## src/rtl/pc_pkg.sv

```systemverilog
// Shared types for the fetch PC generator: BTB entry layout, counter encodings, next-PC select.
// Field widths cover the widest legal XLEN so one package serves every parameterisation.
package pc_pkg;

  localparam int unsigned ADDR_MAXW    = 64;
  localparam int unsigned BTB_TAG_MAXW = 64;

  localparam logic [1:0] CTR_SNT = 2'd0;
  localparam logic [1:0] CTR_WNT = 2'd1;
  localparam logic [1:0] CTR_WT  = 2'd2;
  localparam logic [1:0] CTR_ST  = 2'd3;

  typedef struct packed {
    logic                    valid;
    logic [BTB_TAG_MAXW-1:0] tag;
    logic [ADDR_MAXW-1:0]    target;
    logic [1:0]              ctr;
  } btb_entry_t;

  typedef enum logic [2:0] {
    SEL_RESET,
    SEL_TRAP,
    SEL_REDIRECT,
    SEL_HOLD,
    SEL_PRED,
    SEL_SEQ
  } npc_sel_e;

  function automatic logic [1:0] ctr_next(input logic [1:0] ctr, input logic taken);
    logic [1:0] res;
    if (taken) begin
      res = (ctr == CTR_ST) ? CTR_ST : ctr + 2'd1;
    end else begin
      res = (ctr == CTR_SNT) ? CTR_SNT : ctr - 2'd1;
    end
    return res;
  endfunction

endpackage

```

## src/rtl/btb.sv

```systemverilog
// Direct-mapped branch target buffer with 2-bit counters; lookup is combinational (0 cycles).
// Training writes land on the next edge with no bypass; there is no backpressure.
module btb
  import pc_pkg::*;
#(
  parameter int unsigned XLEN        = 64,
  parameter int unsigned BTB_ENTRIES = 16
) (
  input  logic            clk_i,
  input  logic            rst_ni,
  input  logic [XLEN-1:2] lookup_pc_i,
  output logic            pred_taken_o,
  output logic [XLEN-1:0] pred_target_o,
  input  logic            upd_en_i,
  input  logic [XLEN-1:2] upd_pc_i,
  input  logic [XLEN-1:0] upd_target_i,
  input  logic            upd_taken_i
);

  localparam int unsigned IDX = $clog2(BTB_ENTRIES);

  btb_entry_t entries_q [BTB_ENTRIES];

  logic [IDX-1:0]          lk_idx;
  logic [BTB_TAG_MAXW-1:0] lk_tag;
  btb_entry_t              lk_entry;
  logic                    lk_hit;

  logic [IDX-1:0]          up_idx;
  logic [BTB_TAG_MAXW-1:0] up_tag;
  btb_entry_t              up_entry;
  logic                    up_hit;
  btb_entry_t              upd_entry_d;
  logic                    upd_wr;

  // Tags are zero-extended into the fixed-width field and compared in full.
  assign lk_idx   = lookup_pc_i[IDX+1:2];
  assign lk_tag   = BTB_TAG_MAXW'(lookup_pc_i[XLEN-1:IDX+2]);
  assign lk_entry = entries_q[lk_idx];
  assign lk_hit   = lk_entry.valid && (lk_entry.tag == lk_tag);

  assign pred_taken_o  = lk_hit && lk_entry.ctr[1];
  assign pred_target_o = pred_taken_o ? lk_entry.target[XLEN-1:0] : '0;

  assign up_idx   = upd_pc_i[IDX+1:2];
  assign up_tag   = BTB_TAG_MAXW'(upd_pc_i[XLEN-1:IDX+2]);
  assign up_entry = entries_q[up_idx];
  assign up_hit   = up_entry.valid && (up_entry.tag == up_tag);

  always_comb begin
    upd_entry_d = up_entry;
    upd_wr      = 1'b0;
    if (upd_en_i) begin
      if (up_hit) begin
        upd_wr          = 1'b1;
        upd_entry_d.ctr = ctr_next(up_entry.ctr, upd_taken_i);
        if (upd_taken_i) begin
          upd_entry_d.target = ADDR_MAXW'(upd_target_i);
        end
      end else if (upd_taken_i) begin
        upd_wr             = 1'b1;
        upd_entry_d.valid  = 1'b1;
        upd_entry_d.tag    = up_tag;
        upd_entry_d.target = ADDR_MAXW'(upd_target_i);
        upd_entry_d.ctr    = CTR_WT;
      end
    end
  end

  // Reset only invalidates; stale tags/targets/counters are unreachable until reallocated.
  always_ff @(posedge clk_i) begin
    if (!rst_ni) begin
      for (int i = 0; i < int'(BTB_ENTRIES); i++) begin
        entries_q[i].valid <= 1'b0;
      end
    end else if (upd_wr) begin
      entries_q[up_idx] <= upd_entry_d;
    end
  end

endmodule

```

## src/rtl/pc_gen.sv

```systemverilog
// Fetch-stage program counter with priority next-PC select and BTB prediction.
// Prediction is combinational from PC (0 cycles); stall holds PC, trap/redirect override stall.
module pc_gen
  import pc_pkg::*;
#(
  parameter int unsigned XLEN         = 64,
  parameter logic [63:0] RESET_VECTOR = 64'h0,
  parameter int unsigned BTB_ENTRIES  = 16
) (
  input  logic            clk,
  input  logic            rst,
  input  logic            StallF,
  input  logic            RedirectE,
  input  logic [XLEN-1:0] RedirectTargetE,
  input  logic            TrapValid,
  input  logic [XLEN-1:0] TrapTarget,
  input  logic            UpdateEn,
  input  logic [XLEN-1:0] UpdatePC,
  input  logic [XLEN-1:0] UpdateTarget,
  input  logic            UpdateTaken,
  output logic [XLEN-1:0] PC,
  output logic [XLEN-1:0] PCPlus4,
  output logic            PredTakenF,
  output logic [XLEN-1:0] PredTargetF,
  output logic            MisalignF
);

  localparam logic [XLEN-1:0] RST_PC = RESET_VECTOR[XLEN-1:0];

  logic [XLEN-1:0] pc_q, pc_d;
  logic [XLEN-1:0] pc_plus4;
  logic            pred_taken;
  logic [XLEN-1:0] pred_target;
  npc_sel_e        sel;

  btb #(
    .XLEN        (XLEN),
    .BTB_ENTRIES (BTB_ENTRIES)
  ) u_btb (
    .clk_i         (clk),
    .rst_ni        (rst),
    .lookup_pc_i   (pc_q[XLEN-1:2]),
    .pred_taken_o  (pred_taken),
    .pred_target_o (pred_target),
    .upd_en_i      (UpdateEn),
    .upd_pc_i      (UpdatePC[XLEN-1:2]),
    .upd_target_i  (UpdateTarget),
    .upd_taken_i   (UpdateTaken)
  );

  assign pc_plus4 = pc_q + XLEN'(4);

  always_comb begin
    if (!rst) begin
      sel = SEL_RESET;
    end else if (TrapValid) begin
      sel = SEL_TRAP;
    end else if (RedirectE) begin
      sel = SEL_REDIRECT;
    end else if (StallF) begin
      sel = SEL_HOLD;
    end else if (pred_taken) begin
      sel = SEL_PRED;
    end else begin
      sel = SEL_SEQ;
    end
  end

  always_comb begin
    pc_d = pc_plus4;
    case (sel)
      SEL_RESET:    pc_d = RST_PC;
      SEL_TRAP:     pc_d = TrapTarget;
      SEL_REDIRECT: pc_d = RedirectTargetE;
      SEL_HOLD:     pc_d = pc_q;
      SEL_PRED:     pc_d = pred_target;
      default:      pc_d = pc_plus4;
    endcase
  end

  always_ff @(posedge clk) begin
    if (!rst) begin
      pc_q <= RST_PC;
    end else begin
      pc_q <= pc_d;
    end
  end

  assign PC          = pc_q;
  assign PCPlus4     = pc_plus4;
  assign PredTakenF  = pred_taken;
  assign PredTargetF = pred_target;
  assign MisalignF   = |pc_q[1:0];

endmodule

```

## config.mk

```make
export PLATFORM = sky130hd
export DESIGN_NAME = pc_gen
export DESIGN_NICKNAME = d
export VERILOG_FILES = /design/src/rtl/pc_pkg.sv /design/src/rtl/btb.sv /design/src/rtl/pc_gen.sv
export SDC_FILE = /design/constraint.sdc
export NUM_CORES = 2
export LEC_CHECK = 0
export CAP_MARGIN = 30
export CORE_AREA = 2 2 412 516
export CTS_CLUSTER_SIZE = 16
export DETAILED_ROUTE_END_ITERATION = 8
export DIE_AREA = 0 0 414 518
export GPL_TIMING_DRIVEN = 1
export PLACE_DENSITY_LB_ADDON = 0.08
export SETUP_SLACK_MARGIN = 0.15
export SYNTH_ARGS = -nofsm -noshare
export SYNTH_HDL_FRONTEND = slang
export SYNTH_SLANG_ARGS = --single-unit
export TNS_END_PERCENT = 30
```

## constraint.sdc

```tcl
create_clock -name clk -period 27.6 [get_ports clk]
set_clock_uncertainty 0.1 [all_clocks]
set_input_delay 2.76 -clock clk [delete_from_list [all_inputs] [get_ports clk]]
set_output_delay 2.76 -clock clk [all_outputs]
set_load 0.005 [all_outputs]
```

# After elaboration in Yosys (flattened, before gate mapping)
# Memory sizes are Yosys's and may differ from the RTL's. A register that Yosys moved wholly into a read port is not among the register bits.
# Cells that the tools add are included.
[totals] elab_cells=46 n_memories=1 reg_bits=64 mem_bits_rw=2096
[mem_list] memory="u_btb.entries_q" depth=16 width=131 read_ports=2 rd_clocked_by_memory_dff=1 write_ports=16 line_no="btb.sv:22" source="btb_entry_t entries_q [BTB_ENTRIES];"
[op_classes] n_reduce_logical=7 n_addsub=3 n_mux=27 n_eq_ne=7
[op_table] op="$mux 131" count=3
[op_table] op="$pmux 64 s5" count=1
[op_table] op="$reduce_or 131->1" count=1
[op_table] op="$eq 64x58->1" count=2
[op_table] op="$mux 64" count=2
[op_table] op="$mux 66" count=1
[op_table] op="$mux 65" count=1
[op_table] op="$add 64x3->64 const B" count=1
[op_table] op="$mux 3" count=4
[op_table] op="$mux 4" count=3
[op_table] op="$mux 1" count=8
[op_table] op="$mux 2" count=4
[op_table] op="$eq 3x2->1 const B" count=2
[op_table] op="$eq 3x1->1 const B" count=1
[op_table] op="$eq 3x3->1 const B" count=1
[op_table] op="$logic_and 1x1->1" count=3
[op_table] op="$logic_not 3->1" count=1
[op_table] op="$add 2x1->2 const B" count=1
[op_table] op="$eq 2x2->1 const B" count=1
[op_table] op="$logic_not 2->1" count=1
[op_table] op="$reduce_or 2->1" count=1
[op_table] op="$sub 2x1->2 const B" count=1

# Longest topological paths before layout
[depth] depth_word=12 mapped_depth=20 depth_no_buf=11

# Modules after synthesis
# From an unflattened synthesis, not the netlist that was laid out.
[unflattened] cells_unflattened=5398 area_unflattened_um2=103392.9
[by_module_without_submodules] module="btb" seq_area_each_um2=62780.2 instances=1 area_per_inst_um2=98286.8 cells_each=4703
[by_module_without_submodules] module="pc_gen" seq_area_each_um2=1281.2 instances=1 area_per_inst_um2=5106.1 cells_each=695

# Least setup slack after synthesis
# Ideal clock, no wire load.
[synth_path] path_kind="input port to flip-flop" from="in UpdatePC[2]" to="mem u_btb.entries_q[4][0] (netlist name) (enable)" cell_stages=14 n_path_buf=4 path_slack_ns=15.523 t_arrival_ns=11.355 setup_time_ns=0.621 cell_sequence="clkbuf_1 -> buf_2 -> buf_2 -> buf_2 -> mux4_2 -> mux4_2 -> xnor2_1 -> nand4_1 -> nor4_1 -> nand4_1 -> nor2_1 -> or2_1 -> nand3_1 -> nor2_1"
[synth_lines] item="start: declaration" line_no="pc_gen.sv:18" source="input logic [XLEN-1:0] UpdatePC,"
[synth_lines] item="end: declaration" line_no="btb.sv:22"

==> impl_summary.md <==
Outcome
The run finished with clean final reports.

Floorplanning
The initial standard-cell utilization of the core is 0.498. The core area is 0.209 sq mm. 457 I/O pins were placed. The chip width is 414 um.

The vertical extent of the die is 518 um. Row generation in the floorplan step produced 188 rows. The die area is 0.214 sq mm.

Global routing
The via count of the first global-routing pass is 62.8k. The largest net degree at the start of global routing is 127. The global-route wire length before repair is 488000 um.

The number of antenna violations at the first check in global routing is 33. The overflow left after global routing is 0. The global router's overall resource usage is 0.326.

Logic synthesis
By count the netlist is led by sky130_fd_sc_hd__edfxtp_1, sky130_fd_sc_hd__mux4_2, sky130_fd_sc_hd__clkbuf_1, sky130_fd_sc_hd__nand2_1, sky130_fd_sc_hd__mux2_2. The synthesized design contains 2080 enable-type register cells. The area fraction in compound gates after synthesis is 0.0338. For this run, the register share of the synthesized area comes to 0.616. After synthesis, the share of cell area in mux cells is 0.272. Of the total synthesized cell area, the portion taken by full adders, half adders and majority gates is 0.000216. The synthesized net count is 5741.

The register bit count reported by yosys is 2164. The number of different library cells in the post-synthesis netlist is 94. The simple-gate share of the synthesized area is 0.0369. The xor/xnor cell area share of the yosys netlist is 0.0168. Summed over all instances, the cell type with the most area after synthesis is sky130_fd_sc_hd__edfxtp_1. Each instance of the synthesized netlist takes up on average 19.0 sq um.

Ranked by total cell area, the synthesized netlist is headed by sky130_fd_sc_hd__edfxtp_1, sky130_fd_sc_hd__mux4_2, sky130_fd_sc_hd__dfxtp_1, sky130_fd_sc_hd__mux2_2, sky130_fd_sc_hd__mux2i_1. The share of synthesized registers carrying an async set or reset is 0. After synthesis, the largest family of logic cells by area is multiplexers. The synthesized netlist occupies a cell area of 0.104 sq mm. The dominant cell by count in the synthesized netlist is sky130_fd_sc_hd__edfxtp_1.

The dominant register cell in the synthesized netlist is sky130_fd_sc_hd__edfxtp_1. Yosys printed 0 warnings. The portion of synthesized cell area occupied by the leading cell type is 0.599. The number of cells produced by synthesis is 5477.

Timing
The final count of pins violating max slew is 0. On the final layout, the worst hold slack is 0.401 ns. After layout, the worst setup slack is 15.29 ns. Counting I/O delays and the setup requirement, the final critical path takes 12.31 ns. In the finished design, the share of the clock period the worst path needs comes to 0.446.

The pin slew with the least headroom to its limit is 1.49 ns. The worst-case headroom to the max-slew limit is 0.00647. The sum of negative setup slack is 0 ns. The hold violation count in the final report is 0.

The timing-limited maximum frequency is 0.0812 GHz. Setup violations remaining at the end of the flow were counted as 0. Setup repair after global routing left no endpoint under its margin.

Critical path
The slowest stage of the critical path belongs to the cell sky130_fd_sc_hd__nor4_1. The cell family contributing the most delay on the critical path is buffers and inverters. The start point of the critical path is UpdatePC[2].

Data on the critical path arrives at its endpoint at 12.69 ns. The maximum fanout along the worst path is 62. Together, buffers and inverters on the worst path number 11. By instance count, the cell type seen most on the critical path is sky130_fd_sc_hd__buf_4. The largest single stage delay on the critical path is 0.76 ns.

The capturing element type of the critical path is a flop. The required time at the endpoint of the critical path is 27.98 ns. The critical path goes through buf_8, buf_4, buf_16, buf_4, buf_4, buf_4, buf_16, mux4_2, mux4_2, xnor2_1, nand4_1, nor4_1, nand4_1, nor2_1, buf_4, or2_1, nand3_1, nor2_4, buf_4, buf_4, buf_4. STA classifies the critical path startpoint as a primary input. The kind of critical path is primary input to flop.

Placed design
The weighted congestion reported at the end of routability-driven placement is 0.898. Timing analysis after detailed placement gives a worst setup slack of 14.21 ns. The quantity of I/O buffers inserted on ports is 454. The HPWL reported at the end of detailed placement is 218000 um.

Power
The highest ir drop seen on vdd is 76.3 uV. The fraction of power consumed by combinational cells is 0.129. The static power due to leakage is 0.0370 uW.

Internal power comes to 5730 uW. Of the total power, the share spent switching nets is 0.253. The power after layout is 7680 uW. The part of the total power dissipated in sequential elements is 0.487. For this design the total switching power over the nets is 1950 uW. Of the total power, the clock network draws 0.384. Power spread over the standard cell area amounts to 64.6 mW/mm^2.

Layout
The area overhead of the layout relative to synthesis is 14.1%. The filler cells instantiated in the layout total 16.0k. Of the cells placed in the final design, the portion with a size suffix greater than 1 is 0.303.

The number of nets in the finished design is 6145.

Clock tree
The clock slew seen by the registers of the worst setup and hold paths is 0.06 ns. The cell sitting at the root of the clock tree is a sky130_fd_sc_hd__clkbuf_16. The post-cts resize count is 0. Clock tree synthesis found a total of 2164 sinks. The hold-fix buffer count after cts is 0. Counting the buffers created by CTS gives 212. The H-tree was split into 4 levels. The clock passes through at most 3 buffers.

TritonCTS built the clock tree. The latest clock arrival within the worst-skew pair is 0.90 ns. The number of buffers added for setup after CTS is 0.

Worst hold path
The worst min-delay path class is flop to flop. In this run the most critical hold path is launched from u_btb.entries_q[12][130]$_DFF_P_.

Route
The DRC violation total after the first TritonRoute iteration is 9208. The post-detailed-route count of antenna-violating nets is 0. The average vias per placed instance is 7.05.

Detailed routing inserted a total of 62.2k vias. The detailed-route DRC error count is 0. After detailed routing, the average wire length per cell comes to 40.0 um. The first-pass iteration count of the detailed router is 7. After detailed routing, the total wire length is 353000 um.

Run
The number of max-cap violations is 0.
metal layers:
metal	part of all wire	GRT usage
met1	0.38	0.441
met2	0.47	0.510
met3	0.11	0.0784
met4	0.045	0.138
met5	0.00054	0
power groups by stage:
| stage | Sequential (uW) | Clock, uW | Combinational, uW |
|---|---|---|---|
| after floorplan | 3770 | 0 | 603 |
| after global placement | 3810 | 0 | 961 |
| after detailed placement | 3810 | 0 | 974 |
| after CTS | 3740 | 2980 | 976 |
| after global routing | 3740 | 3100 | 1030 |
| final | 3740 | 2950 | 989 |
cells by family after synthesis:
group / Yosys count
flops: 2164
mux: 1403
simple gates: 746
compound gates: 486
buf+inv: 477
xor+xnor: 199
fa+ha+maj: 2
area by class of cell:
type	count	area [sq um]	area share
flip-flops and latches	2164	64200	0.540
multi-input cells	2836	37700	0.317
repair buffers	648	6470	0.0544
diodes	6	15.0	0.000126
clock inverters	141	1520	0.0128
inverters	19	86.3	0.000726
well taps	2755	3450	0.0290
clock buffers	256	5500	0.0463
through the flow:
step | utilization | instances | area [sq um]
2_1_floorplan | - | 5477 | 104000
3_3_place_gp | 0.532 | 8391 | 111000
3_5_place_dp | 0.533 | 8413 | 112000
4_1_cts | 0.567 | 8810 | 119000
5_1_grt | 0.568 | 8820 | 119000
6_report | 0.568 | 8825 | 119000
state kept, by name, indices dropped and copies added (netlist names), named ones only:
register	cells
u_btb.entries_q	2096
PC	64
placed cells by master, fill, tap and decap left out, drive strengths merged, types with 10 or more instances in the layout:
cell type      instances
a211oi                50
a21oi                 31
a221oi                17
a222oi                33
a22o                  11
a22oi                 72
a2bb2oi               10
a31oi                 53
and2                  58
and3                  65
and4                  13
buf                  198
bufinv                23
clkbuf               256
clkdlybuf4s50        450
clkinv                96
clkinvlp              13
dfxtp                 84
edfxtp              2080
inv                   28
mux2                 144
mux2i                133
mux4                1126
nand2                215
nand2b                12
nand3                 76
nand4                 45
nor2                 133
nor2b                 14
nor3                  26
nor4                  36
o21ai                 96
o22ai                 11
o2bb2ai               29
o31ai                 11
xnor2                137
xor2                  62
worst paths after layout:
check | depth (start not counted) | slack [ns] | endpoint
worst max register to register | 15 | 19.09 | PC[53]$_SDFFE_PN0N_
worst min register to register | 2 | 0.40 | u_btb.entries_q[12][130]$_DFF_P_
worst min-delay path | 2 | 0.40 | u_btb.entries_q[12][130]$_DFF_P_
worst max-delay path | 21 | 15.29 | u_btb.entries_q[14][69]$_DFFE_PP_
worst register-to-register path, cell delays in order, from the launching register on:
cell	delay [ns]
sky130_fd_sc_hd__dfxtp_4	0.71
sky130_fd_sc_hd__buf_4	0.73
sky130_fd_sc_hd__buf_4	0.75
sky130_fd_sc_hd__buf_4	0.68
sky130_fd_sc_hd__buf_4	0.68
sky130_fd_sc_hd__mux4_2	0.73
sky130_fd_sc_hd__mux2i_1	0.28
sky130_fd_sc_hd__xnor2_1	0.10
sky130_fd_sc_hd__o31ai_1	0.80
sky130_fd_sc_hd__and4_1	0.36
sky130_fd_sc_hd__and4_2	0.25
sky130_fd_sc_hd__buf_4	0.59
sky130_fd_sc_hd__nand3_1	0.37
sky130_fd_sc_hd__o31ai_4	0.49
sky130_fd_sc_hd__buf_4	0.30
sky130_fd_sc_hd__a2bb2oi_1	0.44
Power figures use the tool's default switching activity.
